==> src/rtl/multicycle_controller.sv <==
// multicycle_controller: Moore control FSM for a multicycle RV32I core.
// Sequences fetch/decode/execute/memory/writeback over one ALU and one
// memory port, resolves branches from N/Z/C/V and traps on illegal opcodes.
// Ports:
//   clk, rst_n          clock, async active-low reset
//   opcode/funct3/funct7b5  instruction register fields
//   N,Z,C,V             live ALU flags (C=1: no borrow)
//   mem_ready           memory handshake
//   mem_req, adr_sel, dmem_wren, ir_wren, pc_wren, regfile_wren
//   alu_asel, alu_bsel, result_sel, ximm_sel, ALU_control
//   instr_retire        pulse on last state of each instruction
//   illegal_instr       high while trapped
module multicycle_controller #(
  parameter bit MEM_HANDSHAKE = 1'b1,
  parameter bit TRAP_EN       = 1'b1
) (
  input  logic       clk,
  input  logic       rst_n,
  input  logic [6:0] opcode,
  input  logic [2:0] funct3,
  input  logic       funct7b5,
  input  logic       N,
  input  logic       Z,
  input  logic       C,
  input  logic       V,
  input  logic       mem_ready,
  output logic       mem_req,
  output logic       adr_sel,
  output logic       dmem_wren,
  output logic       ir_wren,
  output logic       pc_wren,
  output logic       regfile_wren,
  output logic [1:0] alu_asel,
  output logic [1:0] alu_bsel,
  output logic [1:0] result_sel,
  output logic [2:0] ximm_sel,
  output logic [3:0] ALU_control,
  output logic       instr_retire,
  output logic       illegal_instr
);
  localparam logic [6:0] OP_LOAD  = 7'b0000011, OP_STORE = 7'b0100011,
                         OP_R     = 7'b0110011, OP_I     = 7'b0010011,
                         OP_BR    = 7'b1100011, OP_JAL   = 7'b1101111,
                         OP_JALR  = 7'b1100111, OP_LUI   = 7'b0110111,
                         OP_AUIPC = 7'b0010111;

  localparam logic [3:0] ALU_ADD = 4'b0000, ALU_SUB = 4'b0001, ALU_AND = 4'b0010,
                         ALU_OR  = 4'b0011, ALU_XOR = 4'b0100, ALU_SLT = 4'b0101,
                         ALU_SLTU = 4'b0110, ALU_SLL = 4'b0111, ALU_SRL = 4'b1000,
                         ALU_SRA = 4'b1001;

  typedef enum logic [3:0] {
    S_FETCH, S_DECODE, S_MEMADR, S_MEMREAD, S_MEMWB, S_MEMWRITE, S_EXEC_R,
    S_EXEC_I, S_EXEC_U, S_ALUWB, S_BRANCH, S_JAL, S_JALR, S_TRAP
  } state_e;

  typedef struct packed {
    logic       mem_req;
    logic       adr_sel;
    logic       dmem_wren;
    logic       ir_wren;
    logic       pc_wren;
    logic       regfile_wren;
    logic [1:0] asel;
    logic [1:0] bsel;
    logic [1:0] result_sel;
    logic [2:0] ximm_sel;
    logic [3:0] alu_ctrl;
    logic       retire;
    logic       illegal;
  } ctrl_t;

  state_e     state_q, state_d;
  ctrl_t      ctrl, ctrl_o;
  logic       ready, taken;
  logic [3:0] alu_rf;
  logic [2:0] ximm;

  assign ready = MEM_HANDSHAKE ? mem_ready : 1'b1;

  always_ff @(posedge clk or negedge rst_n) begin
    if (!rst_n) state_q <= S_FETCH;
    else        state_q <= state_d;
  end

  always_comb begin
    ximm = 3'b000;
    case (opcode)
      OP_STORE:         ximm = 3'b001;
      OP_BR:            ximm = 3'b010;
      OP_JAL:           ximm = 3'b011;
      OP_LUI, OP_AUIPC: ximm = 3'b100;
      default:          ximm = 3'b000;
    endcase
  end

  // Only R-type can subtract; shifts pick arithmetic from funct7b5 for R and I.
  always_comb begin
    alu_rf = ALU_ADD;
    case (funct3)
      3'b000: alu_rf = (opcode == OP_R && funct7b5) ? ALU_SUB : ALU_ADD;
      3'b001: alu_rf = ALU_SLL;
      3'b010: alu_rf = ALU_SLT;
      3'b011: alu_rf = ALU_SLTU;
      3'b100: alu_rf = ALU_XOR;
      3'b101: alu_rf = funct7b5 ? ALU_SRA : ALU_SRL;
      3'b110: alu_rf = ALU_OR;
      default: alu_rf = ALU_AND;
    endcase
  end

  always_comb begin
    taken = 1'b0;
    case (funct3)
      3'b000: taken = Z;
      3'b001: taken = !Z;
      3'b100: taken = N ^ V;
      3'b101: taken = !(N ^ V);
      3'b110: taken = !C;
      3'b111: taken = C;
      default: taken = 1'b0;
    endcase
  end

  always_comb begin
    ctrl          = '0;
    ctrl.alu_ctrl = ALU_ADD;
    ctrl.ximm_sel = ximm;
    state_d       = state_q;
    case (state_q)
      S_FETCH: begin
        ctrl.mem_req = 1'b1;
        if (ready) begin
          ctrl.ir_wren    = 1'b1;
          ctrl.pc_wren    = 1'b1;
          ctrl.bsel       = 2'b10;
          ctrl.result_sel = 2'b10;
          state_d         = S_DECODE;
        end
      end
      S_DECODE: begin
        // Speculative branch/JAL target lands in ALUOut.
        ctrl.asel = 2'b01;
        ctrl.bsel = 2'b01;
        case (opcode)
          OP_LOAD, OP_STORE: state_d = S_MEMADR;
          OP_R:              state_d = S_EXEC_R;
          OP_I:              state_d = S_EXEC_I;
          OP_BR:             state_d = S_BRANCH;
          OP_JAL:            state_d = S_JAL;
          OP_JALR:           state_d = S_JALR;
          OP_LUI, OP_AUIPC:  state_d = S_EXEC_U;
          default: begin
            if (TRAP_EN) state_d = S_TRAP;
            else begin
              state_d     = S_FETCH;
              ctrl.retire = 1'b1;
            end
          end
        endcase
      end
      S_MEMADR: begin
        ctrl.asel = 2'b10;
        ctrl.bsel = 2'b01;
        state_d   = (opcode == OP_LOAD) ? S_MEMREAD : S_MEMWRITE;
      end
      S_MEMREAD: begin
        ctrl.mem_req = 1'b1;
        ctrl.adr_sel = 1'b1;
        if (ready) state_d = S_MEMWB;
      end
      S_MEMWB: begin
        ctrl.result_sel   = 2'b01;
        ctrl.regfile_wren = 1'b1;
        ctrl.retire       = 1'b1;
        state_d           = S_FETCH;
      end
      S_MEMWRITE: begin
        ctrl.mem_req   = 1'b1;
        ctrl.adr_sel   = 1'b1;
        ctrl.dmem_wren = 1'b1;
        if (ready) begin
          ctrl.retire = 1'b1;
          state_d     = S_FETCH;
        end
      end
      S_EXEC_R: begin
        ctrl.asel     = 2'b10;
        ctrl.alu_ctrl = alu_rf;
        state_d       = S_ALUWB;
      end
      S_EXEC_I: begin
        ctrl.asel     = 2'b10;
        ctrl.bsel     = 2'b01;
        ctrl.alu_ctrl = alu_rf;
        state_d       = S_ALUWB;
      end
      S_EXEC_U: begin
        ctrl.asel = (opcode == OP_LUI) ? 2'b11 : 2'b01;
        ctrl.bsel = 2'b01;
        state_d   = S_ALUWB;
      end
      S_ALUWB: begin
        ctrl.regfile_wren = 1'b1;
        ctrl.retire       = 1'b1;
        state_d           = S_FETCH;
      end
      S_BRANCH: begin
        ctrl.asel     = 2'b10;
        ctrl.alu_ctrl = ALU_SUB;
        ctrl.pc_wren  = taken;
        ctrl.retire   = 1'b1;
        state_d       = S_FETCH;
      end
      S_JALR: begin
        ctrl.asel = 2'b10;
        ctrl.bsel = 2'b01;
        state_d   = S_JAL;
      end
      S_JAL: begin
        // PC <- ALUOut (target) while ALU forms OldPC+4 for the link.
        ctrl.pc_wren = 1'b1;
        ctrl.asel    = 2'b01;
        ctrl.bsel    = 2'b10;
        state_d      = S_ALUWB;
      end
      S_TRAP: ctrl.illegal = 1'b1;
      default: state_d = S_FETCH;
    endcase
  end

  // Outputs are squashed during reset so nothing leaks while rst_n is low.
  assign ctrl_o = rst_n ? ctrl : '0;

  assign mem_req       = ctrl_o.mem_req;
  assign adr_sel       = ctrl_o.adr_sel;
  assign dmem_wren     = ctrl_o.dmem_wren;
  assign ir_wren       = ctrl_o.ir_wren;
  assign pc_wren       = ctrl_o.pc_wren;
  assign regfile_wren  = ctrl_o.regfile_wren;
  assign alu_asel      = ctrl_o.asel;
  assign alu_bsel      = ctrl_o.bsel;
  assign result_sel    = ctrl_o.result_sel;
  assign ximm_sel      = ctrl_o.ximm_sel;
  assign ALU_control   = ctrl_o.alu_ctrl;
  assign instr_retire  = ctrl_o.retire;
  assign illegal_instr = ctrl_o.illegal;
endmodule

==> config.mk <==
export PLATFORM = sky130hd
export DESIGN_NAME = multicycle_controller
export DESIGN_NICKNAME = d
export VERILOG_FILES = /design/src/rtl/multicycle_controller.sv
export SDC_FILE = /design/constraint.sdc
export NUM_CORES = 1
export LEC_CHECK = 0
export CAP_MARGIN = 20
export CORE_MARGIN = 8
export CORE_UTILIZATION = 45
export DETAILED_ROUTE_END_ITERATION = 10
export HOLD_SLACK_MARGIN = 0.02
export PLACE_DENSITY = 0.86
export SLEW_MARGIN = 5
export SYNTH_ARGS = -nofsm -noshare
export SYNTH_HDL_FRONTEND = slang
export SYNTH_SLANG_ARGS = --single-unit
export TNS_END_PERCENT = 50
==> constraint.sdc <==
create_clock -name clk -period 2.8 [get_ports clk]
set_input_delay 0.42 -clock clk [delete_from_list [all_inputs] [get_ports clk]]
set_output_delay 0.42 -clock clk [all_outputs]
set_load 0.01 [all_outputs]
Word level (Yosys, flattened, before mapping):

Index checks and enable logic that the tools add are counted.

* register bits: 4
* latch bits: 0
* RAM bits: 0
* ROM bits: 0
* bits of input ports: 18
* output and inout bits: 21
* word-level logic and storage cells: 81
* memories: 0

* add/subtract/negate cells: 0
* multiply operators: 0
* div/mod/pow operators: 0
* order comparisons: 0
* eq/ne operators: 32
* shifts and indexed selects: 0
* muxes and demuxes: 28
* bitwise logic cells: 2
* reduce and logical (&&, ||, !) cells: 18

Operators with widths (number)
* case mux 4 bit (7 select lines): 2
* case mux 4 bit (8 select lines): 1
* == test 4 bit (second input constant): 6
* == test 7 x 6 -> 1 bit (second input constant): 3
* == test 7 bit (second input constant): 3
* two-way mux 21 bit: 1
* == test 4 x 3 -> 1 bit (second input constant): 4
* two-way mux 4 bit: 4
* == test 7 x 5 -> 1 bit (second input constant): 2
* == test 3 bit (second input constant): 4
* case mux 2 bit (3 select lines): 2
* case mux 3 bit (4 select lines): 1
* OR reduction 2 bit: 6
* OR reduction 5 bit: 2
* two-way mux 1 bit: 9
* == test 4 x 2 -> 1 bit (second input constant): 2
* case mux 4 bit (2 select lines): 1
* == test 7 x 2 -> 1 bit (second input constant): 1
* == test 3 x 2 -> 1 bit (second input constant): 2
* inequality test 2 bit (second input constant): 3
* case mux 1 bit (6 select lines): 1
* OR reduction 3 bit: 2
* == test 4 x 1 -> 1 bit (second input constant): 1
* zero test 4 bit: 1
* 13 further kinds: 16

Depth between registers and ports, before layout:

Gate-level depths: netlist of run 1.

* depth after elaboration: 6
* gate-level depth with buffers: 5
* mapped depth without buffers: 4

Worst setup path after synthesis of run 1:

Ideal clock, no wire load.

* path type: register to output
* from: register state_q[1]
* to: output ALU_control[0]
* arrival time: 1.553 ns
* required time: 2.380 ns
* path slack: 0.827 ns
* stages on the path, launching flop included: 5
* path buffers: 2
* path through: dfrtp_1 -> buf_1 -> clkbuf_1 -> nand3_1 -> o31ai_1

* word-level cells in the longest chain between the ends: 4
* elaborated cells on any way between the ends: 6
* classes of those cells: eq/ne: 3; mux: 2; reduce/logical: 1

Ends and longest elaborated chain
* from (decl): RTL line 73 `state_e state_q, state_d;`
* from (signal assigned): RTL line 83 `else state_q <= state_d;`
* == test 4 x 3 -> 1 bit: RTL line 130 `case (state_q)`
* OR reduction 2 bit (no line)
* case mux 4 bit (2 select lines) (*): RTL line 130
* two-way mux 21 bit (*): RTL line 233 `assign ctrl_o = rst_n ? ctrl : '0;`
* to (decl): RTL line 37 `output logic [3:0] ALU_control,`

Every way passes the cells marked *; elsewhere a longest branch is shown, timed or not.

Worst setup path after layout of run 1:

* from: input rst_n
* to: output ALU_control[0]

* word-level cells in the longest chain between the ends: 1

Ends and longest elaborated chain
* from (decl): RTL line 18 `input logic rst_n,`
* two-way mux 21 bit: RTL line 233

Every way passes these cells.

==> results of run 1 <==
cells by family (layout without fill, tap and decap cells):
family / Yosys count / count (layout) / synth area share (%)
flip-flops: 4 / 4 / 11.4
XOR/XNOR: 7 / 7 / 8.56
AND/OR/NAND/NOR: 75 / 75 / 46.5
buffers and inverters: 14 / 54 / 6.85
AO/OA/AOI/OAI: 29 / 29 / 21.0
multiplexers: 5 / 5 / 5.71
area by class of cell:
cell class | instances | area, um2 | area share (%)
Multi-Input combinational cell | 116 | 729 | 53.9
Timing Repair Buffer | 48 | 455 | 33.7
Sequential cell | 4 | 100 | 7.40
Tap cell | 27 | 33.8 | 2.50
Clock buffer | 3 | 22.5 | 1.67
Inverter | 3 | 11.3 | 0.833
cell usage in the layout (no fill, tap or decap), types with 2 or more instances in the layout:
| master | Yosys | routed |
|---|---|---|
| nor3_1 | 10 | 10 |
| nor3b_1 | 3 | 2 |
| dfrtp_1 | 4 | 4 |
| or3_1 | 2 | 2 |
| buf_4 | 0 | 10 |
| and4b_1 | 3 | 3 |
| clkdlybuf4s50_1 | 0 | 38 |
| o21a_1 | 2 | 2 |
| xor2_1 | 2 | 2 |
| and3_1 | 6 | 6 |
| o21ai_0 | 6 | 6 |
| nor2b_1 | 5 | 5 |
| inv_1 | 3 | 3 |
| nand3_1 | 6 | 6 |
| nor2_1 | 14 | 13 |
| and2_1 | 2 | 2 |
| mux2i_1 | 5 | 5 |
| xnor2_1 | 4 | 4 |
| or4_1 | 3 | 3 |
| a21oi_1 | 9 | 9 |
| clkbuf_4 | 0 | 3 |
| o221ai_1 | 2 | 2 |
| or2b_1 | 2 | 2 |
| nand2_1 | 12 | 12 |
| nand2b_1 | 4 | 4 |
worst max-delay path by stage:
stage | end | start | slack [ns] | cells past startpoint
4_1_cts | alu_asel[1] | opcode[4] | 0.04 | 6
2_1_floorplan | ALU_control[0] | state_q[1] | 0.83 | 4
5_1_grt | ALU_control[0] | rst_n | 0.01 | 6
3_5_place_dp | alu_asel[1] | opcode[4] | 0.04 | 6
6_report | ALU_control[0] | rst_n | 0.14 | 6
3_3_place_gp | alu_asel[1] | opcode[4] | 0.14 | 6
layer usage:
metal	vias up	global-route usage, %
met1	527	20.2
li1	573	-
met5	-	0
met4	0	2.04
met2	40	29.1
met3	2	1.51
metrics by stage:
step / hold WS [ns] / setup WS, ns / utilization (%) / total power [W] / area, um2
floorplan: 0.124 / 0.827 / - / 0.000581 / 877
global placement: 0.715 / 0.138 / 69.3 / 0.000798 / 1320
detailed placement: 0.721 / 0.0445 / 69.3 / 0.000826 / 1320
CTS: 0.554 / 0.0409 / 70.5 / 0.000898 / 1340
global route: 0.576 / 0.0130 / 71.1 / 0.000988 / 1350
finish: 0.560 / 0.136 / 71.1 / 0.000908 / 1350
critical path, stage by stage:
cell and delay (ns):
clkdlybuf4s50_1 0.51, inv_1 0.12, nor2_1 0.14, nand3_1 0.18, o31ai_2 0.30, clkdlybuf4s50_1 0.57
power breakdown:
| part | leakage [nW] | switching [W] | internal (W) |
|---|---|---|---|
| Clock | 0.0138 | 0.0000229 | 0.0000479 |
| Combinational | 0.474 | 0.000333 | 0.000342 |
| Sequential | 0.0479 | 0.0000763 | 0.0000852 |
| Total | 0.535 | 0.000433 | 0.000475 |
==> flow_metrics.env, run 1 <==
export IMPL_cts_tree="built"
export IMPL_synth_most_common_cell="nor2_1"
export IMPL_grt_pass1_wl_um=4720
export IMPL_top_layer_used="met4"
export IMPL_synth_top_cell_by_area="dfrtp_1"
export IMPL_synth_cell_types=39
export IMPL_status="complete, no violations"
export IMPL_synth_area_top_cells="dfrtp_1, nor2_1, mux2i_1"
export IMPL_io_buffers=38
export IMPL_path_clk_slew_ns=0.04
export IMPL_dr_pass1_iters=4
export IMPL_grt_max_degree=22
export IMPL_largest_reg_flops=4
export IMPL_track_usage_pct=16.1
export IMPL_ys_seq_area_share_pct=11.4
export IMPL_final_cells=201
export IMPL_antenna_found_initial=0
export IMPL_finalSetupViolCount=0
export IMPL_place_gp_congestion=0.886
export IMPL_numCtsBuffers=3
export IMPL_max_slew_worst_pin_slew_ns=0.704
export IMPL_clkLatencyLatePin_ns=0.23
export IMPL_finalClockSkew_ns=0.00491
export IMPL_initialDrtViolationCount=24
export IMPL_relSlewSlack_pct=53.1
export IMPL_end_kind="output pin"
export IMPL_fill_cells=164
export IMPL_via_count=1142
export IMPL_start_util_pct=46.1
export IMPL_pwr_density_cell_nw_per_um2=671
export IMPL_p_leak_nw=0.535
export IMPL_rrSetupSlack_ns=0.84
export IMPL_core_area_um2=1900
export IMPL_wl_per_cell_um=14.4
export IMPL_fin_nets=194
export IMPL_pin_count=39
export IMPL_hold_path_class="primary input to async pin"
export IMPL_syn_avg_cell_area_um2=6.55
export IMPL_final_layout_size_suffix_gt1_share_pct=9.20
export IMPL_ys_warn_count=0
export IMPL_h_tree_depth=1
export IMPL_cts_root_buf="clkbuf_4"
export IMPL_drt_total_wl_um=2900
export IMPL_cts_setup_buffers=0
export IMPL_ys_seq_elements=4
export IMPL_ir_drop_mv=0.454
export IMPL_synthCells=134
export IMPL_setup_worst_path_class="primary input to output pin"
export IMPL_hold_viol=0
export IMPL_dieArea_um2=3620
export IMPL_r2r_worst_path_cells=4
export IMPL_dr_wl_met3_um=140
export IMPL_slew_viol_final=0
export IMPL_cp_start_kind="primary input"
export IMPL_r2r_end="state_q[1]"
export IMPL_antenna_cells=0
export IMPL_cts_resized=0
export IMPL_dpl_cell_count=198
export IMPL_netlist_area_leader_share_pct=11.4
export IMPL_fmax_mhz=375
export IMPL_reg_top3="state_q: 4 flops"
export IMPL_worstPathRequired_ns=2.38
export IMPL_synthArstFlopShare_pct=100
export IMPL_post_route_drc_count=0
export IMPL_period_needed_ns=2.66
export IMPL_hpwl_um=2320
export IMPL_clock_sinks=4
export IMPL_wl_met2_um=1450
export IMPL_grt_pass1_vias=1058
export IMPL_regMostFlops="state_q"
export IMPL_met1_length_um=1290
export IMPL_ant_nets=0
export IMPL_totalNegativeSetupSlack_ns=0
export IMPL_clockBufferDepth=2
export IMPL_synth_fp_nets=152
export IMPL_synthTopCellsByCount="nor2_1, nand2_1, nor3_1, a21oi_1, clkbuf_1"
export IMPL_arrival_ns=2.24
export IMPL_die_h_um=60.2
export IMPL_via_per_inst=5.68
export IMPL_maxCapViolations=0
export IMPL_rows=16
export IMPL_crit_fanout=6
export IMPL_die_w_um=60.2
export IMPL_ys_flop_type="dfrtp_1"
export IMPL_fin_crit_sh_pct=95.1
export IMPL_syn_area_um2=877
export IMPL_areaGrowthSynthToFinish_pct=54.2
export IMPL_r2r_start="state_q[0]"
export IMPL_synth_edf_count=0
export IMPL_gr_total_overflow=0
export IMPL_postCtsHoldBufs=0
export IMPL_rsz0062_at_grt="false"
Note: power is estimated with default switching activity, not from simulation.
==> inputs of run 2 (changes only) <==
Settings changed: CORE_MARGIN 8 to 2.
==> run 2 against run 1 <==
Compared with the run above: final area is essentially flat; count of clock-buffer cells in the layout unchanged; clock power increased by 8.7%.
==> flow_metrics.env, run 2 (synthesis results as in run 1) <==
export IMPL_status="complete, no violations"
export IMPL_die_h_um=48.2
export IMPL_ir_drop_mv=0.483
export IMPL_cts_tree="built"
export IMPL_final_cell_mix="clkdlybuf4s50_1, nor2_1, nand2_1"
export IMPL_largest_reg_flops=4
export IMPL_track_usage_pct=24.7
export IMPL_p_comb_share_pct=76.8
export IMPL_die_w_um=48.2
export IMPL_dieArea_um2=2320
export IMPL_postCtsHoldBufs=0
export IMPL_cp_start_kind="primary input"
export IMPL_worstPathRequired_ns=2.38
export IMPL_start_util_pct=49.2
export IMPL_gr_total_overflow=0
export IMPL_period_needed_ns=2.64
export IMPL_core_area_um2=1780
export IMPL_cts_root_buf="clkbuf_4"
export IMPL_grt_pass1_vias=972
export IMPL_io_buffers=38
export IMPL_hold_path_class="primary input to async pin"
export IMPL_post_route_drc_count=0
export IMPL_path_buf_inv=2
export IMPL_slew_viol_final=0
export IMPL_finalClockSkew_ns=0.00427
export IMPL_rrSetupSlack_ns=0.91
export IMPL_max_slew_worst_pin_slew_ns=0.603
export IMPL_path_common_cell="clkdlybuf4s50_1"
export IMPL_antenna_cells=0
export IMPL_wl_per_cell_um=13.3
export IMPL_initialDrtViolationCount=31
export IMPL_rows=15
export IMPL_r2r_start="state_q[0]"
export IMPL_rsz0062_at_grt="false"
export IMPL_pin_count=39
export IMPL_arrival_ns=2.22
export IMPL_fin_nets=194
export IMPL_crit_fanout=7
export IMPL_regMostFlops="state_q"
export IMPL_clkLatencyLatePin_ns=0.24
export IMPL_p_leak_nw=0.546
export IMPL_via_per_inst=5.63
export IMPL_fmax_mhz=379
export IMPL_reg_top3="state_q: 4 flops"
export IMPL_totalNegativeSetupSlack_ns=0
export IMPL_via_count=1121
export IMPL_areaGrowthSynthToFinish_pct=54.1
export IMPL_maxCapViolations=0
export IMPL_final_common_cell="clkdlybuf4s50_1"
export IMPL_clockBufferDepth=2
export IMPL_r2r_end="state_q[1]"
export IMPL_relSlewSlack_pct=59.8
export IMPL_pwr_share_seq_pct=14.7
export IMPL_setup_worst_path_class="primary input to output pin"
export IMPL_post_route_util_pct=75.8
export IMPL_grt_pass1_wl_um=4160
export IMPL_final_layout_size_suffix_gt1_share_pct=8.05
export IMPL_numCtsBuffers=3
export IMPL_drt_total_wl_um=2660
export IMPL_place_gp_congestion=0.878
export IMPL_ant_nets=0
export IMPL_path_delay_family="buffers and inverters"
export IMPL_h_tree_depth=1
export IMPL_clock_sinks=4
export IMPL_p_int_w=0.000480
export IMPL_antenna_found_initial=0
export IMPL_cp_slowest_stage_delay_ns=0.57
export IMPL_pwr_density_cell_nw_per_um2=675
export IMPL_crit_chain="clkdlybuf4s50_1, nand2b_1, or3_1, nor3_1, clkdlybuf4s50_1"
export IMPL_path_clk_slew_ns=0.04
export IMPL_crit_slowest_cell="clkdlybuf4s50_1"
export IMPL_hold_viol=0
export IMPL_clockPowerShare_pct=8.5
export IMPL_hpwl_um=2060
export IMPL_dr_pass1_iters=4
export IMPL_grt_max_degree=19
export IMPL_finalSetupViolCount=0
export IMPL_p_switching_w=0.000432
export IMPL_fill_cells=143
export IMPL_swShare_pct=47.4
export IMPL_fin_crit_sh_pct=94.2
export IMPL_r2r_worst_path_cells=4
export IMPL_end_kind="output pin"
## run 2: cell count changes in the layout (fill, tap and decap cells not counted), sizes merged
cell           previous run  this run
clkdlybuf4s50            38        37
dlymetal6s2s              0         1
## run 2: worst max-delay path by stage
stage / end / slack [ns] / from / cells past startpoint
6_report: ximm_sel[1] / 0.16 / opcode[5] / 5
5_1_grt: ALU_control[0] / 0.02 / rst_n / 6
4_1_cts: alu_asel[1] / 0.01 / opcode[4] / 6
3_5_place_dp: alu_asel[1] / 0.02 / opcode[4] / 6
3_3_place_gp: alu_asel[1] / 0.08 / opcode[4] / 6
2_1_floorplan: ALU_control[0] / 0.83 / state_q[1] / 4
## run 2: power by group through the flow
stage	registers (W)	clock network [W]	logic [W]
floorplan	0.000103	0	0.000478
global placement	0.000130	0	0.000676
detailed placement	0.000133	0	0.000690
CTS	0.000132	0.0000777	0.000693
global route	0.000138	0.0000802	0.000773
finish	0.000134	0.0000771	0.000701
## run 2: worst register-to-register path, stage by stage (launching register included)
cell      delay (ns)
dfrtp_1         0.43
or4_1           0.52
or4_1           0.43
a211o_1         0.31
o311ai_1        0.08
## run 2: repair_timing
action	CTS	global route
gates resized for setup	0	3
setup endpoints to repair	0	2
endpoints found under the hold margin	0	0
setup buffers	0	0
## run 2: final cells by class
class	instances	area (um2)	share of cell area [%]
Tap cell	25	31.3	2.31
Sequential cell	4	100	7.41
Timing Repair Buffer	48	458	33.9
Inverter	3	11.3	0.833
Multi-Input combinational cell	116	728	53.9
Clock buffer	3	22.5	1.67
## run 2: per-stage QoR
step / instance area (um2) / total power [W] / setup WS, ns / hold slack, ns / cells
finish: 1350 / 0.000912 / 0.162 / 0.492 / 199
global route: 1350 / 0.000991 / 0.0153 / 0.541 / 199
CTS: 1340 / 0.000902 / 0.0117 / 0.492 / 199
detailed placement: 1320 / 0.000823 / 0.0238 / 0.592 / 196
global placement: 1320 / 0.000806 / 0.0770 / 0.584 / 196
floorplan: 877 / 0.000581 / 0.827 / 0.124 / 134
## run 2: metal layers
| metal | share of wire (%) | track usage (%) | wire, um |
|---|---|---|---|
| met5 | 0 | 0 | 0 |
| met1 | 44 | 31.9 | 1170 |
| met4 | 0.94 | 8.65 | 25 |
| met2 | 50 | 41.8 | 1320 |
| met3 | 5.5 | 3.33 | 145 |
